<file path="config.mk">
export PLATFORM = sky130hd
export DESIGN_NAME = wb_sequencer
export DESIGN_NICKNAME = d
export VERILOG_FILES = /design/src/rtl/wb_sequencer_pkg.sv /design/src/rtl/wb_src_mux.sv /design/src/rtl/wb_sequencer.sv
export SDC_FILE = /design/constraint.sdc
export NUM_CORES = 1
export LEC_CHECK = 0
export BUFFER_PORTS_ARGS = -buffer_cell sky130_fd_sc_hd__buf_2
export CAP_MARGIN = 20
export CORE_AREA = 2 2 125 127
export CTS_BUF_LIST = sky130_fd_sc_hd__clkbuf_2
export CTS_CLUSTER_DIAMETER = 60
export DETAILED_ROUTE_END_ITERATION = 8
export DIE_AREA = 0 0 127 129
export HOLD_SLACK_MARGIN = 0.05
export PLACE_DENSITY = 0.69
export SYNTH_ARGS = -nofsm -noshare
export SYNTH_HDL_FRONTEND = slang
export SYNTH_HIERARCHICAL = 1
export SYNTH_SLANG_ARGS = --single-unit
</file>
<file path="constraint.sdc">
create_clock -name clk -period 4.9 [get_ports clk]
set_clock_uncertainty 0.15 [all_clocks]
set_input_delay 0.98 -clock clk [delete_from_list [all_inputs] [get_ports clk]]
set_output_delay 0.98 -clock clk [all_outputs]
set_load 0.01 [all_outputs]
</file>
<file path="src/rtl/wb_sequencer_pkg.sv">
// Shared definitions for the writeback sequencer: source encodings, FSM
// states and the default data/register widths.
package wb_sequencer_pkg;

  localparam int DATA_W = 32;
  localparam int REG_W  = 5;

  // Writeback source select encodings
  typedef enum logic [1:0] {
    WB_ALU = 2'd0,
    WB_MEM = 2'd1,
    WB_PC4 = 2'd2,
    WB_IMM = 2'd3
  } wb_src_e;

  // Sequencer state: BEAT2 is the second (high-word) beat of a DW float write
  typedef enum logic {
    IDLE  = 1'b0,
    BEAT2 = 1'b1
  } wb_state_e;

endpackage

</file>
<file path="src/rtl/wb_src_mux.sv">
// Writeback source multiplexer.
// Ports:
//   sel              writeback source (ALU / Mem / PC+4 / Imm)
//   alu1, alu2       ALU result low/high word
//   mem1, mem2       memory data low/high word
//   pcp4, imm        PC+4 and immediate
//   lo_data          single-word (or DW low-word) writeback data
//   hi_data          DW high-word data; only ALU and Mem carry a high word
module wb_src_mux
  import wb_sequencer_pkg::*;
#(
  parameter int DATA_W = wb_sequencer_pkg::DATA_W
) (
  input  wb_src_e           sel,
  input  logic [DATA_W-1:0] alu1,
  input  logic [DATA_W-1:0] alu2,
  input  logic [DATA_W-1:0] mem1,
  input  logic [DATA_W-1:0] mem2,
  input  logic [DATA_W-1:0] pcp4,
  input  logic [DATA_W-1:0] imm,
  output logic [DATA_W-1:0] lo_data,
  output logic [DATA_W-1:0] hi_data
);

  // Low/single word select
  always_comb begin
    lo_data = {DATA_W{1'b0}};
    case (sel)
      WB_ALU:  lo_data = alu1;
      WB_MEM:  lo_data = mem1;
      WB_PC4:  lo_data = pcp4;
      WB_IMM:  lo_data = imm;
      default: lo_data = {DATA_W{1'b0}};
    endcase
  end

  // High word select; PC+4 and Imm have no high word, so they yield zero
  always_comb begin
    hi_data = {DATA_W{1'b0}};
    case (sel)
      WB_ALU:  hi_data = alu2;
      WB_MEM:  hi_data = mem2;
      default: hi_data = {DATA_W{1'b0}};
    endcase
  end

endmodule

</file>
<file path="src/rtl/wb_sequencer.sv">
// Writeback-stage sequencer. Drives the integer and FP register-file write
// ports from the MEM/WB register, splits double-word float writes into two
// beats on consecutive FP registers, and exports a forwarding view.
// Ports:
//   clk, rst_n                       clock, synchronous active-low reset
//   iWrite/iFloat/iWBsrc/iDW         MEM/WB control (iWrite is the valid bit)
//   iALUout1/2, iMemOut1/2, iPcp4, iIm  candidate writeback data
//   iDstReg                          destination register
//   oIntWe/oIntAddr/oIntData         integer RF write port
//   oFpWe/oFpAddr/oFpData            FP RF write port
//   oStall                           freeze upstream for the DW second beat
//   oFwdValid/oFwdFloat/oFwdReg/oFwdData  forwarding view of this cycle's write
//   oErr                             sticky protocol-error flag
module wb_sequencer
  import wb_sequencer_pkg::*;
#(
  parameter int DATA_W = wb_sequencer_pkg::DATA_W,
  parameter int REG_W  = wb_sequencer_pkg::REG_W
) (
  input  logic              clk,
  input  logic              rst_n,
  input  logic              iWrite,
  input  logic              iFloat,
  input  logic [1:0]        iWBsrc,
  input  logic              iDW,
  input  logic [DATA_W-1:0] iALUout1,
  input  logic [DATA_W-1:0] iALUout2,
  input  logic [DATA_W-1:0] iMemOut1,
  input  logic [DATA_W-1:0] iMemOut2,
  input  logic [DATA_W-1:0] iPcp4,
  input  logic [DATA_W-1:0] iIm,
  input  logic [REG_W-1:0]  iDstReg,
  output logic              oIntWe,
  output logic [REG_W-1:0]  oIntAddr,
  output logic [DATA_W-1:0] oIntData,
  output logic              oFpWe,
  output logic [REG_W-1:0]  oFpAddr,
  output logic [DATA_W-1:0] oFpData,
  output logic              oStall,
  output logic              oFwdValid,
  output logic              oFwdFloat,
  output logic [REG_W-1:0]  oFwdReg,
  output logic [DATA_W-1:0] oFwdData,
  output logic              oErr
);

  wb_state_e         state_r, state_nx_s;
  logic [DATA_W-1:0] hold_data_r, hold_data_nx_s;
  logic [REG_W-1:0]  hold_addr_r, hold_addr_nx_s;
  logic              err_r, err_nx_s;
  logic [DATA_W-1:0] lo_data_s, hi_data_s;
  logic              fp_req_s, int_req_s, dw_req_s, dw_split_s;
  logic [REG_W-1:0]  dw_lo_addr_s, dw_hi_addr_s;

  wb_src_mux #(.DATA_W(DATA_W)) u_src_mux (
    .sel     (wb_src_e'(iWBsrc)),
    .alu1    (iALUout1),
    .alu2    (iALUout2),
    .mem1    (iMemOut1),
    .mem2    (iMemOut2),
    .pcp4    (iPcp4),
    .imm     (iIm),
    .lo_data (lo_data_s),
    .hi_data (hi_data_s)
  );

  assign fp_req_s     = iWrite & iFloat;
  // Integer writes to register 0 are suppressed entirely (not even forwarded)
  assign int_req_s    = iWrite & ~iFloat & (iDstReg != {REG_W{1'b0}});
  assign dw_req_s     = fp_req_s & iDW;
  // Only ALU and Mem carry a high word; PC+4/Imm DW requests degrade to one beat
  assign dw_split_s   = dw_req_s & ((iWBsrc == WB_ALU) | (iWBsrc == WB_MEM));
  assign dw_lo_addr_s = {iDstReg[REG_W-1:1], 1'b0};
  assign dw_hi_addr_s = {iDstReg[REG_W-1:1], 1'b1};
  assign oErr         = err_r;

  // State, high-word hold and sticky error registers
  always_ff @(posedge clk) begin
    if (!rst_n) begin
      state_r     <= IDLE;
      hold_data_r <= {DATA_W{1'b0}};
      hold_addr_r <= {REG_W{1'b0}};
      err_r       <= 1'b0;
    end else begin
      state_r     <= state_nx_s;
      hold_data_r <= hold_data_nx_s;
      hold_addr_r <= hold_addr_nx_s;
      err_r       <= err_nx_s;
    end
  end

  // Next-state, hold capture and error detection
  always_comb begin
    state_nx_s     = state_r;
    hold_data_nx_s = hold_data_r;
    hold_addr_nx_s = hold_addr_r;
    err_nx_s       = err_r;
    case (state_r)
      IDLE: begin
        if (dw_split_s) begin
          state_nx_s     = BEAT2;
          hold_data_nx_s = hi_data_s;
          hold_addr_nx_s = dw_hi_addr_s;
          // Misaligned DW destination is flagged but still aligned down
          if (iDstReg[0]) begin
            err_nx_s = 1'b1;
          end else begin
            err_nx_s = err_r;
          end
        end else if (dw_req_s) begin
          err_nx_s = 1'b1;
        end else begin
          state_nx_s = IDLE;
        end
      end
      BEAT2: begin
        state_nx_s = IDLE;
        // The FP port is busy with the high word: a float write now is lost
        if (fp_req_s) begin
          err_nx_s = 1'b1;
        end else begin
          err_nx_s = err_r;
        end
      end
      default: begin
        state_nx_s = IDLE;
      end
    endcase
  end

  // Write ports, stall and forwarding view (combinational from inputs/state)
  always_comb begin
    oIntWe    = 1'b0;
    oIntAddr  = {REG_W{1'b0}};
    oIntData  = {DATA_W{1'b0}};
    oFpWe     = 1'b0;
    oFpAddr   = {REG_W{1'b0}};
    oFpData   = {DATA_W{1'b0}};
    oStall    = 1'b0;
    oFwdValid = 1'b0;
    oFwdFloat = 1'b0;
    oFwdReg   = {REG_W{1'b0}};
    oFwdData  = {DATA_W{1'b0}};
    if (rst_n) begin
      if (int_req_s) begin
        oIntWe   = 1'b1;
        oIntAddr = iDstReg;
        oIntData = lo_data_s;
      end else begin
        oIntWe = 1'b0;
      end
      case (state_r)
        IDLE: begin
          if (dw_split_s) begin
            oFpWe   = 1'b1;
            oFpAddr = dw_lo_addr_s;
            oFpData = lo_data_s;
            oStall  = 1'b1;
          end else if (fp_req_s) begin
            oFpWe   = 1'b1;
            oFpAddr = iDstReg;
            oFpData = lo_data_s;
          end else begin
            oFpWe = 1'b0;
          end
        end
        BEAT2: begin
          oFpWe   = 1'b1;
          oFpAddr = hold_addr_r;
          oFpData = hold_data_r;
        end
        default: begin
          oFpWe = 1'b0;
        end
      endcase
      // FP port wins the forwarding view when both ports write
      if (oFpWe) begin
        oFwdValid = 1'b1;
        oFwdFloat = 1'b1;
        oFwdReg   = oFpAddr;
        oFwdData  = oFpData;
      end else if (oIntWe) begin
        oFwdValid = 1'b1;
        oFwdFloat = 1'b0;
        oFwdReg   = oIntAddr;
        oFwdData  = oIntData;
      end else begin
        oFwdValid = 1'b0;
      end
    end else begin
      oStall = 1'b0;
    end
  end

endmodule

</file>
## Yosys cells after proc, flatten, opt, wreduce, memory -nomap -nowiden

Cells that the tools add are included.

| word-level totals | value |
|---|---|
| word-level logic and storage cells | 64 |
| register bits | 39 |
| output and inout port bits | 117 |
| bits of input ports | 204 |

| operators by class | value |
|---|---|
| eq/ne operators | 6 |
| reduce and logical (&&, ||, !) cells | 4 |
| bitwise gates (word level) | 8 |
| muxes and demuxes | 42 |

Operators by type and width:

| operator | number |
|---|---|
| $mux W32 | 8 |
| $pmux W32 S2 | 2 |
| $pmux W32 S4 | 1 |
| $mux W5 | 8 |
| $mux W1 | 19 |
| $pmux W5 S2 | 1 |
| $ne A3 B3 Y1 const B | 2 |
| $pmux W1 S2 | 3 |
| $and A1 B1 Y1 | 5 |
| $reduce_bool A5 Y1 | 1 |
| $eq A2 B2 Y1 const B | 2 |
| $reduce_and A3 Y1 | 1 |
| $eq A2 B1 Y1 const B | 1 |
| $logic_not A2 Y1 | 1 |
| $ne A2 B1 Y1 const B | 1 |
| $not A1 Y1 | 2 |
| $reduce_and A2 Y1 | 1 |
| $or A1 B1 Y1 | 1 |

## Longest topological paths before layout

Gate-level depths: netlist of run 1.

| logic depth | value |
|---|---|
| word-level depth | 8 |
| depth in mapped cells | 7 |
| gate-level depth less buffers | 4 |

## Hierarchy

Netlist of run 1, hierarchy kept.

By module, submodules not included:

| module | area an instance (um^2) | cells an instance | sequential area each (um^2) | instances |
|---|---|---|---|---|
| wb_sequencer | 2797.7 | 357 | 780.7 | 1 |
| wb_src_mux | 1327.5 | 110 | 0.0 | 1 |

## Least setup slack after synthesis of run 1

OpenSTA, ideal clock, no wires.

| timing | value |
|---|---|
| path kind | input -> output |
| start | in iFloat |
| end | out oFwdFloat |
| data arrival time | 2234 ps |
| cell stages on the path | 6 |
| slack | 1536 ps |
| data required time | 3770 ps |
| buffers on the path | 3 |
| path through | and2_1 -> o21ai_0 -> clkbuf_1 -> clkbuf_1 -> inv_1 -> buf_4 |

| between the ends | value |
|---|---|
| longest elaborated chain between the ends | 8 |
| elaborated cells on any way between the ends | 9 |
| those cells by class | 6 x mux; 3 x bitwise |

Ends and longest elaborated chain:

| what | line | text |
|---|---|---|
| start, declared | wb_sequencer.sv:23 | `input logic iFloat,` |
| $and A1 B1 Y1 (*) | wb_sequencer.sv:67 | `assign fp_req_s = iWrite & iFloat;` |
| $and A1 B1 Y1 | wb_sequencer.sv:70 | `assign dw_req_s = fp_req_s & iDW;` |
| $and A1 B1 Y1 | wb_sequencer.sv:72 | `assign dw_split_s = dw_req_s & ((iWBsrc == WB_ALU) \| (iWBsrc == WB_MEM));` |
| $mux W1 (*) | wb_sequencer.sv:154 | `if (dw_split_s) begin` |
| $pmux W1 S2 (*) | wb_sequencer.sv:152 | `case (state_r)` |
| $mux W1 (*) | wb_sequencer.sv:144 | `if (rst_n) begin` |
| $mux W1 (*) | wb_sequencer.sv:177 | `if (oFpWe) begin` |
| $mux W1 (*) | wb_sequencer.sv:144 |  |
| end, declared | wb_sequencer.sv:41 | `output logic oFwdFloat,` |

Every way passes the cells marked *; elsewhere a longest branch is shown, timed or not. The select of a mux whose other input is x is not followed.

## Final worst setup path of run 1

| timing | value |
|---|---|
| start | in rst_n |
| end | out oFwdData[28] |

| between the ends | value |
|---|---|
| longest elaborated chain between the ends | 1 |

Ends and longest elaborated chain:

| what | line | text |
|---|---|---|
| start, declared | wb_sequencer.sv:21 | `input logic rst_n,` |
| $mux W32 | wb_sequencer.sv:144 |  |
| end, declared | wb_sequencer.sv:43 | `output logic [DATA_W-1:0] oFwdData,` |

No other way between the ends.

==> results of run 1 <==
cells in the final DEF, fill, tap and decap left out, drive strengths merged, types with 4 or more instances in the layout:
cell | synthesis | routed
buf | 27 | 329
mux2i | 101 | 101
nand2 | 80 | 80
nor2 | 66 | 66
and2 | 41 | 41
dfxtp | 39 | 39
a22o | 32 | 32
mux4 | 32 | 32
a21oi | 5 | 5
clkbuf | 21 | 5
nand2b | 4 | 4
a21boi | 4 | 4
critical path: cells and delay by family:
| kind | cells | cell delay [ns] |
|---|---|---|
| AO/OA/AOI/OAI | 2 | 0.85 |
| buffers and inverters | 3 | 0.89 |
power breakdown:
group,internal (W),switching [W],total [W]
Sequential,0.000323,0.00000508,0.000328
Combinational,0.000186,0.000178,0.000364
Clock,0.0000840,0.000116,0.000200
logic make-up after synthesis:
logic type             after synthesis  synth area share, %
buffers and inverters               49                7.431
DFF                                 39                18.93
AOI/OAI and AO/OA                   48                9.615
and+or+nand+nor                    198                21.41
muxes                              133                42.61
metrics by stage:
| step | setup slack, ns | instances | power (W) |
|---|---|---|---|
| after floorplan | 1.536 | 467 | 0.0005470 |
| after global placement | 1.025 | 935 | 0.0006934 |
| after detailed placement | 0.9847 | 935 | 0.0006983 |
| final | 1.041 | 945 | 0.0008921 |
| after CTS | 0.9817 | 943 | 0.0009102 |
| after global routing | 0.8464 | 945 | 0.0009528 |
cells in the mapped netlist:
cell and instances:
mux4_2 25, and3b_1 1, inv_1 1, buf_6 7, buf_12 3, and3_1 1, dfxtp_1 39, nor3b_1 1
a22o_2 2, o21ai_0 3, and2_2 1, a21boi_0 4, a21oi_1 5, a22oi_1 1, o311a_4 1, nor2b_1 1
buf_2 11, o21a_1 2, clkbuf_1 21, a22o_1 30, and2_1 40, mux4_1 7, buf_1 4, or2b_1 1
buf_4 2, nand2_1 80, nand2b_1 4, mux2i_1 101, nor2_1 66, or4_4 1, nor3_1 1
layout make-up:
type                    instances  area, um^2  share of cell area (%)
multi-input cells             379        3052                   52.23
clock buffers                   5       25.02                  0.4283
repair buffers                329        1704                   29.16
inverters                       1       3.754                 0.06424
clock inverters                 3       38.79                  0.6638
diodes                          1       2.502                 0.04283
flip-flops and latches         39       782.0                   13.38
well taps                     188       235.2                   4.026
worst max path at each step:
stage	end	slack, ns	depth (start not counted)
6_report	oFwdData[28]	1.04	5
5_1_grt	oFpAddr[1]	0.85	6
4_1_cts	oIntData[12]	0.98	5
3_5_place_dp	oIntData[23]	0.98	5
3_3_place_gp	oIntData[23]	1.02	5
2_1_floorplan	oFwdFloat	1.54	6
routing by layer:
| layer | vias to the layer above | share of wire [%] | global-route usage [%] |
|---|---|---|---|
| li1 | 2235 | - | - |
| met1 | 2130 | 43 | 22.09 |
| met2 | 184 | 51 | 31.53 |
| met3 | 13 | 5.4 | 2.370 |
| met4 | 0 | 1.5 | 4.783 |
| met5 | - | 0 | 0 |
sequential cells by signal (all words and copies together), names as in the netlist:
signal / flops
hold_data_r: 32
hold_addr_r: 5
oErr: 1
state_r: 1
==> impl_results.md, run 1 <==
* Post-synth top area share at roughly a quarter
* Placed cell areas at roughly 0.0058 mm^2
* Library cells used by synthesis at 31
* Register area share after synthesis at roughly a fifth
* YS warnings at 6
* Dominant cell type by area after synthesis: mux2i_1
* Final slew viol count at 0
* Die H at 129 um
* ANT nets after route at 0
* Leak at 2.930 nW
* Reg clk slew, reported paths at 0.21 ns
* Synth Cell Area at ~0.0041 mm^2
* Final Hold Viols at 0
* CP peak stage delay at 0.64 ns
* CP startpoint: rst_n
* PD cells at between 150 and 200 mW/mm^2
* Number of global-route vias before repair at between 4,000 and 5,000
* Crit. End Element: primary output
* DRC Markers at 0
* Clk_lat worst skew at 0.40 ns
* Outcome: complete, no violations
* Synth top area cells: mux2i_1 25%, dfxtp_1 19%, mux4_2 14%, nand2_1 7.3%, a22o_1 6.4%
* IO buf count at 320
* F_max at about 260 MHz
* # Max-Cap Violations at 0
* TritonRoute pass-1 iters at 4
* Largest net degree at the start of global routing at 84
* Core Rows at 45
* Avg Vias per Cell at 4.828
* Drt total wl at about 15 mm
* Total GRT Usage at 17.53%
* Worst path arrival time at approximately 2.7 ns
* Hold depth at 2
* Full die area at ~0.016 mm^2
* H-tree Lvls at 2
* Crit Path Max Fanout at 83
* Wire per inst at ~16 um
* R2R Setup Slk at ~2.7 ns
* Worst Hold Class: flip-flop to flip-flop
* P&R area growth vs syn at 41.64%
* # IOs at about 320
* CP Cell Sequence: buf_2 > buf_4 > o311a_4 > a22o_1 > buf_2
* Post-synth net total at about 670
* Number of CTS-inserted buffers at 5
* Post-CTS setup buffers at 0
* Worst Setup Start Kind: input port
* Grt ovf at 0
* HP Start: hold_addr_r[2]
* Post-synthesis instance total at about 470
* RSZ-0062 raised after global routing: no
* Hold slack at about 0.33 ns
* Hold Path End: hold_addr_r[2]
* Core Util, Final at 39.01%
* # fillers at about 1,600
* Crit path max-delay cell type: buf_4
* Seq cells post-synth at 39
* Slew of the pin with the lowest slew margin at about 0.80 ns
* Clock Path Buffers at 2
* Syn avg cell area at 8.833 um^2
* First-pass GRT wire length at ~23 mm
* Placed wire-length estimate at 11.76 mm
* Final setup fails at 0
* Core area at ~0.015 mm^2
* Reg2Reg Depth at 4
* CTS Root Cell: clkbuf_2
* TNS Setup at 0 ns
* CTS tree: built
* Critical path class: input port to primary output
* Initial antenna violation count at 1
* Layout cell share with drive strength beyond 1 at around half
* Data required, critical path at 3.77 ns
* Die W at between 100 and 150 um
* Rel. slew slack at between 40 and 50%
* DRT iter0 DRCs at 210
* Vias at about 4,600
* Placer Congestion at ~0.81
* Nets@finish at approximately 960
* Peak supply drop at between 0.1 and 0.15 mV
* Period utilization at 78.76%
* CP most frequent cell: buf_2
* CTS Hold Buffers Added at 0
* Design Area, Final at a little under 0.006 mm^2
* Reg2reg start: state_r
* CTS sink count at 39
* Starting Density at between 20 and 30%
* Post-CTS Resized at 0
* Minimum clock period at 3.859 ns
* FF-to-FF End: hold_data_r[21]
No activity file was read; power rests on OpenSTA's default activity.
==> inputs of run 2 (changes only) <==
Clock period 4.9 ns to 3.9 ns, I/O delays scaled along.
==> run 2 against run 1 <==
Against the previous run:
- die area did not move
- register-to-register slack got worse by 1.1 ns
- sequential power rose by 26%
- worst hold slack got worse by 0.0033 ns
- count of clock-buffer cells in the layout rose by 2
- largest power group unchanged
==> impl_results.md, run 2 (same netlist as run 1, synthesis figures left out) <==
* PD cells at roughly 180 mW/mm^2
* Largest registers: hold_data_r: 32 flops, hold_addr_r: 5 flops
* Grt ovf at 0
* Crit Path Max Fanout at 83
* P&R area growth vs syn at 42.58%
* IO buf count at 320
* Drt total wl at 15.48 mm
* Grt peak-use layer: met2
* Worst Hold Class: flip-flop to flip-flop
* Final setup fails at 0
* Final Hold Viols at 0
* F_max at about 290 MHz
* Data required, critical path at around 3.0 ns
* Period utilization at about nine tenths
* Worst path arrival time at about 2.6 ns
* CTS sink count at 39
* Most frequent cells in the layout: 319 x buf_2, 101 x mux2i_1, 80 x nand2_1
* Crit. End Element: primary output
* Leak at 2.957 nW
* Crit path max-delay cell type: o311a_4
* ANT nets after route at 0
* Avg Vias per Cell at between 4 and 5
* Clock Path Buffers at 2
* Total GRT Usage at ~17%
* Hold depth at 2
* # fillers at ~1,600
* Core Rows at 45
* CTS Root Cell: clkbuf_2
* Final slew viol count at 0
* FF-to-FF End: state_r
* First-pass GRT wire length at between 20 and 25 mm
* Max reg flops at 32
* Routing usage on met3 at between 2 and 3%
* TritonRoute pass-1 iters at 4
* HP Start: hold_addr_r[2]
* Clk_lat worst skew at approximately 0.38 ns
* H-tree Lvls at 2
* Number of global-route vias before repair at 4,198
* Hold Path End: hold_addr_r[2]
* Placer Congestion at 0.8133
* Die W at 127 um
* TNS Setup at 0 ns
* # Max-Cap Violations at 0
* Starting Density at roughly 28%
* Minimum clock period at 3.483 ns
* Worst Setup Start Kind: input port
* Reg2reg start: state_r
* Number of CTS-inserted buffers at 5
* CP peak stage delay at ~0.66 ns
* Largest Register: hold_data_r
* Vias at ~4,700
* Full die area at ~0.016 mm^2
* # IOs at 321
* DRC Markers at 0
* Met1 Track Usage GR at 22.04%
* Reg clk slew, reported paths at 0.21 ns
* Peak supply drop at between 0.08 and 0.09 mV
* Largest net degree at the start of global routing at 84
* Met2 Usage GRT at between 30% and 40%
* DRT iter0 DRCs at approximately 210
* Post-CTS Resized at 0
* Rel. slew slack at 45.72%
* Initial antenna violation count at 1
* Placed wire-length estimate at between 10 and 15 mm
* Fin cells at roughly 950
* Post-Place Cells at about 940
* Critical path class: input port to primary output
* R2R Setup Slk at between 1.5 and 2 ns
* Outcome: complete, no violations
* Die H at 129 um
* CP most frequent cell: buf_2
* Nets@finish at ~970
* Layout cell share with drive strength beyond 1 at between 40% and 50%
* Reg2Reg Depth at 5
* CTS Hold Buffers Added at 0
* Slew of the pin with the lowest slew margin at 0.8143 ns
* RSZ-0062 raised after global routing: no
* Wire per inst at between 15 and 20 um
* Core area at roughly 0.015 mm^2
* CTS tree: built
* CP Cell Sequence: buf_2 > buf_4 > o311a_4 > a22o_1 > buf_2
* Most common cell after layout, fill and taps aside: buf_2
* Post-CTS setup buffers at 0
==> run 2: cell count changes in the layout (fill, tap and decap cells not counted), sizes merged <==
cell	change
clkbuf	+2
clkinv	-1
buf	+6
bufinv	-1
==> run 2: how the worst max path moves through the flow <==
| stage | startpoint | endpoint | slack [ns] | cells after the start |
|---|---|---|---|---|
| 2_1_floorplan | iFloat | oFwdFloat | 0.94 | 6 |
| 3_3_place_gp | rst_n | oFwdData[31] | 0.51 | 5 |
| 3_5_place_dp | rst_n | oFwdData[17] | 0.47 | 5 |
| 4_1_cts | rst_n | oFwdData[17] | 0.46 | 5 |
| 5_1_grt | rst_n | oFwdData[17] | 0.32 | 5 |
| 6_report | rst_n | oFwdData[17] | 0.42 | 5 |
==> run 2: power breakdown <==
part	internal, W	switching (W)
sequential	0.000406	0.00000653
combinational	0.000239	0.000225
clock	0.0000491	0.000144
total	0.000693	0.000375
==> run 2: layer usage <==
metal  wire length (um)  share of wire, %
met3                952               6.1
met5                  0                 0
met4                277               1.8
met2               7667                50
met1               6583                43
==> run 2: layout make-up <==
class | instances | area, um^2 | area share (%)
Clock buffer | 7 | 35.03 | 0.5956
Tap cell | 188 | 235.2 | 3.999
Multi-Input combinational cell | 379 | 3052 | 51.88
Clock inverter | 1 | 5.005 | 0.08509
Timing Repair Buffer | 335 | 1767 | 30.04
Inverter | 1 | 3.754 | 0.06382
Antenna cell | 1 | 2.502 | 0.04254
Sequential cell | 39 | 782.0 | 13.30
==> run 2: critical path: cells and delay by family <==
family | cells | cell delay (ns)
buffers and inverters | 3 | 0.86
AOI/OAI and AO/OA | 2 | 0.87
==> run 2: stage by stage <==
step / utilization (%) / power [W] / setup WS, ns / cell area, um^2 / hold WS [ns]
5_1_grt: 39.27 / 0.001137 / 0.3207 / 5882 / 0.3493
3_5_place_dp: 38.99 / 0.0008823 / 0.4664 / 5839 / 0.2974
4_1_cts: 39.26 / 0.001082 / 0.4581 / 5879 / 0.3233
3_3_place_gp: 38.99 / 0.0008752 / 0.5089 / 5839 / 0.2950
6_report: 39.27 / 0.001069 / 0.4170 / 5882 / 0.3221
2_1_floorplan: - / 0.0006872 / 0.9357 / 4125 / 0.2850
==> inputs of run 3 (changes only) <==
Settings changed: ABC_AREA set to 1, PLACE_DENSITY 0.69 to 0.71.
==> run 3 against run 2 <==
Against the previous run:
- first-iteration DRC count rose to 2.5 times the previous value
- critical endpoint is now oFwdData[19]
- clock power fell by 18%
- design area rose by 2.0%
- sequential power rose by 2%
- sequential share of layout area fell by 0.27 points
- die area did not move
- setup slack improved by 0.077 ns
- global-route usage rose by 4.1 points
- combinational power rose by 15%
- fmax rose by 2.3%
==> impl_results.md, run 3 <==
* Starting Density at 29.18%
* FF-to-FF End: hold_data_r[13]
* Post-CTS Resized at 0
* Multi-input logic area at approximately 0.0027 mm^2
* # IOs at 321
* Layout cell share with drive strength beyond 1 at about 32%
* Drt total wl at roughly 19 mm
* CP most frequent cell: buf_2
* Seq cells post-synth at 39
* Synth Cell Area at ~0.0044 mm^2
* Final slew viol count at 0
* Ant. Diodes at 0
* DRT iter0 DRCs at ~540
* Core area at between 0.01 and 0.015 mm^2
* Total GRT Usage at between 20% and 30%
* Final setup fails at 0
* Die W at roughly 130 um
* Data required, critical path at 2.97 ns
* Synth top area cells: nand3_1 19%, dfxtp_1 18%, nor2_1 13%, nand2_1 12%, inv_1 9.8%
* CTS Root Cell: clkbuf_2
* CP top delay family: buffers and inverters
* Leak at around 3.6 nW
* Critical path class: input port to primary output
* P&R area growth vs syn at 37.33%
* Reg clk slew, reported paths at approximately 0.17 ns
* Worst path depth at 10
* Library cells used by synthesis at 20
* CP Cell Sequence: buf_2 > inv_2 > buf_4 > nand3_1 > nand4_1 > inv_1 > o21ai_0 > nor2_1 > a21oi_1 > buf_2
* Slew of the pin with the lowest slew margin at between 0.8 and 0.9 ns
* Most frequent cells after synthesis: 164 x nand3_1, 152 x nor2_1, 138 x nand2_1
* Max reg flops at 32
* Termination of the worst setup path: oFwdData[19]
* Avg Vias per Cell at roughly 5
* Grt ovf at 0
* Clock Path Buffers at 2
* Worst Hold Class: flip-flop to flip-flop
* ANT nets after route at 0
* IO buf count at between 300 and 400
* Top_reg_cell synth: dfxtp_1
* YS warnings at 6
* Placer Congestion at approximately 0.96
* Worst Setup Start Kind: input port
* # fillers at around 1,700
* Number of CTS-inserted buffers at 5
* Period utilization at 87.32%
* Reg2reg start: state_r
* R2R Setup Slk at approximately 1.2 ns
* Nets@finish at roughly 1,300
* Minimum clock period at about 3.4 ns
* First-pass GRT wire length at approximately 28 mm
* Full die area at ~0.016 mm^2
* Vias at roughly 6,500
* Register area share after synthesis at approximately 18%
* RSZ-0062 raised after global routing: no
* Largest registers: hold_data_r: 32 flops, hold_addr_r: 5 flops
* Peak supply drop at 0.1187 mV
* Post-CTS setup buffers at 0
* CP startpoint: iWBsrc[1]
* Asr flop ratio synth at 0%
* TritonRoute pass-1 iters at 5
* Dominant cell type by area after synthesis: nand3_1
* Crit Path Max Fanout at 20
* Post-synth net total at roughly 1,000
* CP peak stage delay at 0.30 ns
* Buf/Inv on CP at 5
* DRC Markers at 0
* HP Start: oErr
* Number of synthesized flops with an enable pin at 0
* Most common cell after layout, fill and taps aside: buf_2
* Fin worst setup slack at about 0.49 ns
* Design Area, Final at around 0.006 mm^2
* Outcome: complete, no violations
* H-tree Lvls at 2
* Die H at around 130 um
* Syn avg cell area at 5.228 um^2
* Worst path arrival time at approximately 2.5 ns
* Most frequent cells in the layout: 319 x buf_2, 164 x nand3_1, 152 x nor2_1
* Crit path max-delay cell type: buf_4
* PD cells at 185.3 mW/mm^2
* CTS sink count at 39
* TNS Setup at 0 ns
* CTS tree: built
* Placed cell areas at about 0.0060 mm^2
* Largest Register: hold_data_r
* F_max at between 200 and 300 MHz
* Core Rows at 45
* Clk_lat worst skew at 0.35 ns
* Rel. slew slack at a little under half
* Post-synth top area share at between 10% and 20%
* Number of global-route vias before repair at about 5,500
* Post-synthesis instance total at roughly 840
* Seq. cell area at roughly 780 um^2
* Reg2Reg Depth at 7
* Placed wire-length estimate at 15.17 mm
* Largest net degree at the start of global routing at 59
* # Max-Cap Violations at 0
* Crit. End Element: primary output
* CTS Hold Buffers Added at 0
* Initial antenna violation count at 0
* Final Hold Viols at 0
* Wire per inst at ~15 um
* Dpl ws at 0.5320 ns
* Top-count cell post-synth: nand3_1
-- run 3: worst min path at each step --
stage	endpoint	slack, ns	cells after the start
after global routing	oErr	0.37	2
after detailed placement	oErr	0.31	2
after CTS	oErr	0.34	2
after global placement	oErr	0.28	2
final	oErr	0.34	2
after floorplan	hold_addr_r[0]	0.29	2
-- run 3: worst reg2reg max path, stage by stage, from the launching register on --
cell and delay [ns]:
dfxtp_2 0.65, buf_4 0.27, nor2_2 0.10, nand2_2 0.31, buf_4 0.32, clkinv_2 0.47
nor2_1 0.24, nor2_1 0.06
-- run 3: where the power goes --
group          internal [W]  switching (W)  total, W
clock             0.0000407       0.000117  0.000158
combinational      0.000211       0.000321  0.000532
sequential         0.000413     0.00000891  0.000422
-- run 3: routing by layer --
metal | up-vias | GRT usage, % | share of wire [%]
li1 | 3221 | - | -
met1 | 2936 | 30.98 | 46
met2 | 306 | 33.81 | 44
met3 | 18 | 3.867 | 9.3
met4 | 0 | 3.167 | 0.99
met5 | - | 0 | 0
-- run 3: logic make-up (layout without fill, tap and decap cells) --
logic type,Yosys count,in the layout,synth area share [%]
flops,39,39,17.86
simple gates,495,495,49.96
compound gates,113,113,12.94
buf+inv,189,461,19.24
-- run 3: cell type report --
class	instances	share of cell area [%]
Clock buffer	6	0.5003
Multi-Input combinational cell	608	45.80
Sequential cell	39	13.03
Timing Repair Buffer	335	29.23
Tap cell	188	3.919
Inverter	120	7.526
-- run 3: metrics by stage --
| stage | hold WS (ns) | utilization (%) | total power, W | cells |
|---|---|---|---|---|
| after CTS | 0.3362 | 40.08 | 0.001121 | 1296 |
| after global placement | 0.2849 | 39.87 | 0.0009560 | 1290 |
| final | 0.3359 | 40.08 | 0.001112 | 1296 |
| after detailed placement | 0.3066 | 39.87 | 0.0009579 | 1290 |
| after floorplan | 0.2902 | - | 0.0007297 | 836 |
| after global routing | 0.3673 | 40.08 | 0.001199 | 1296 |
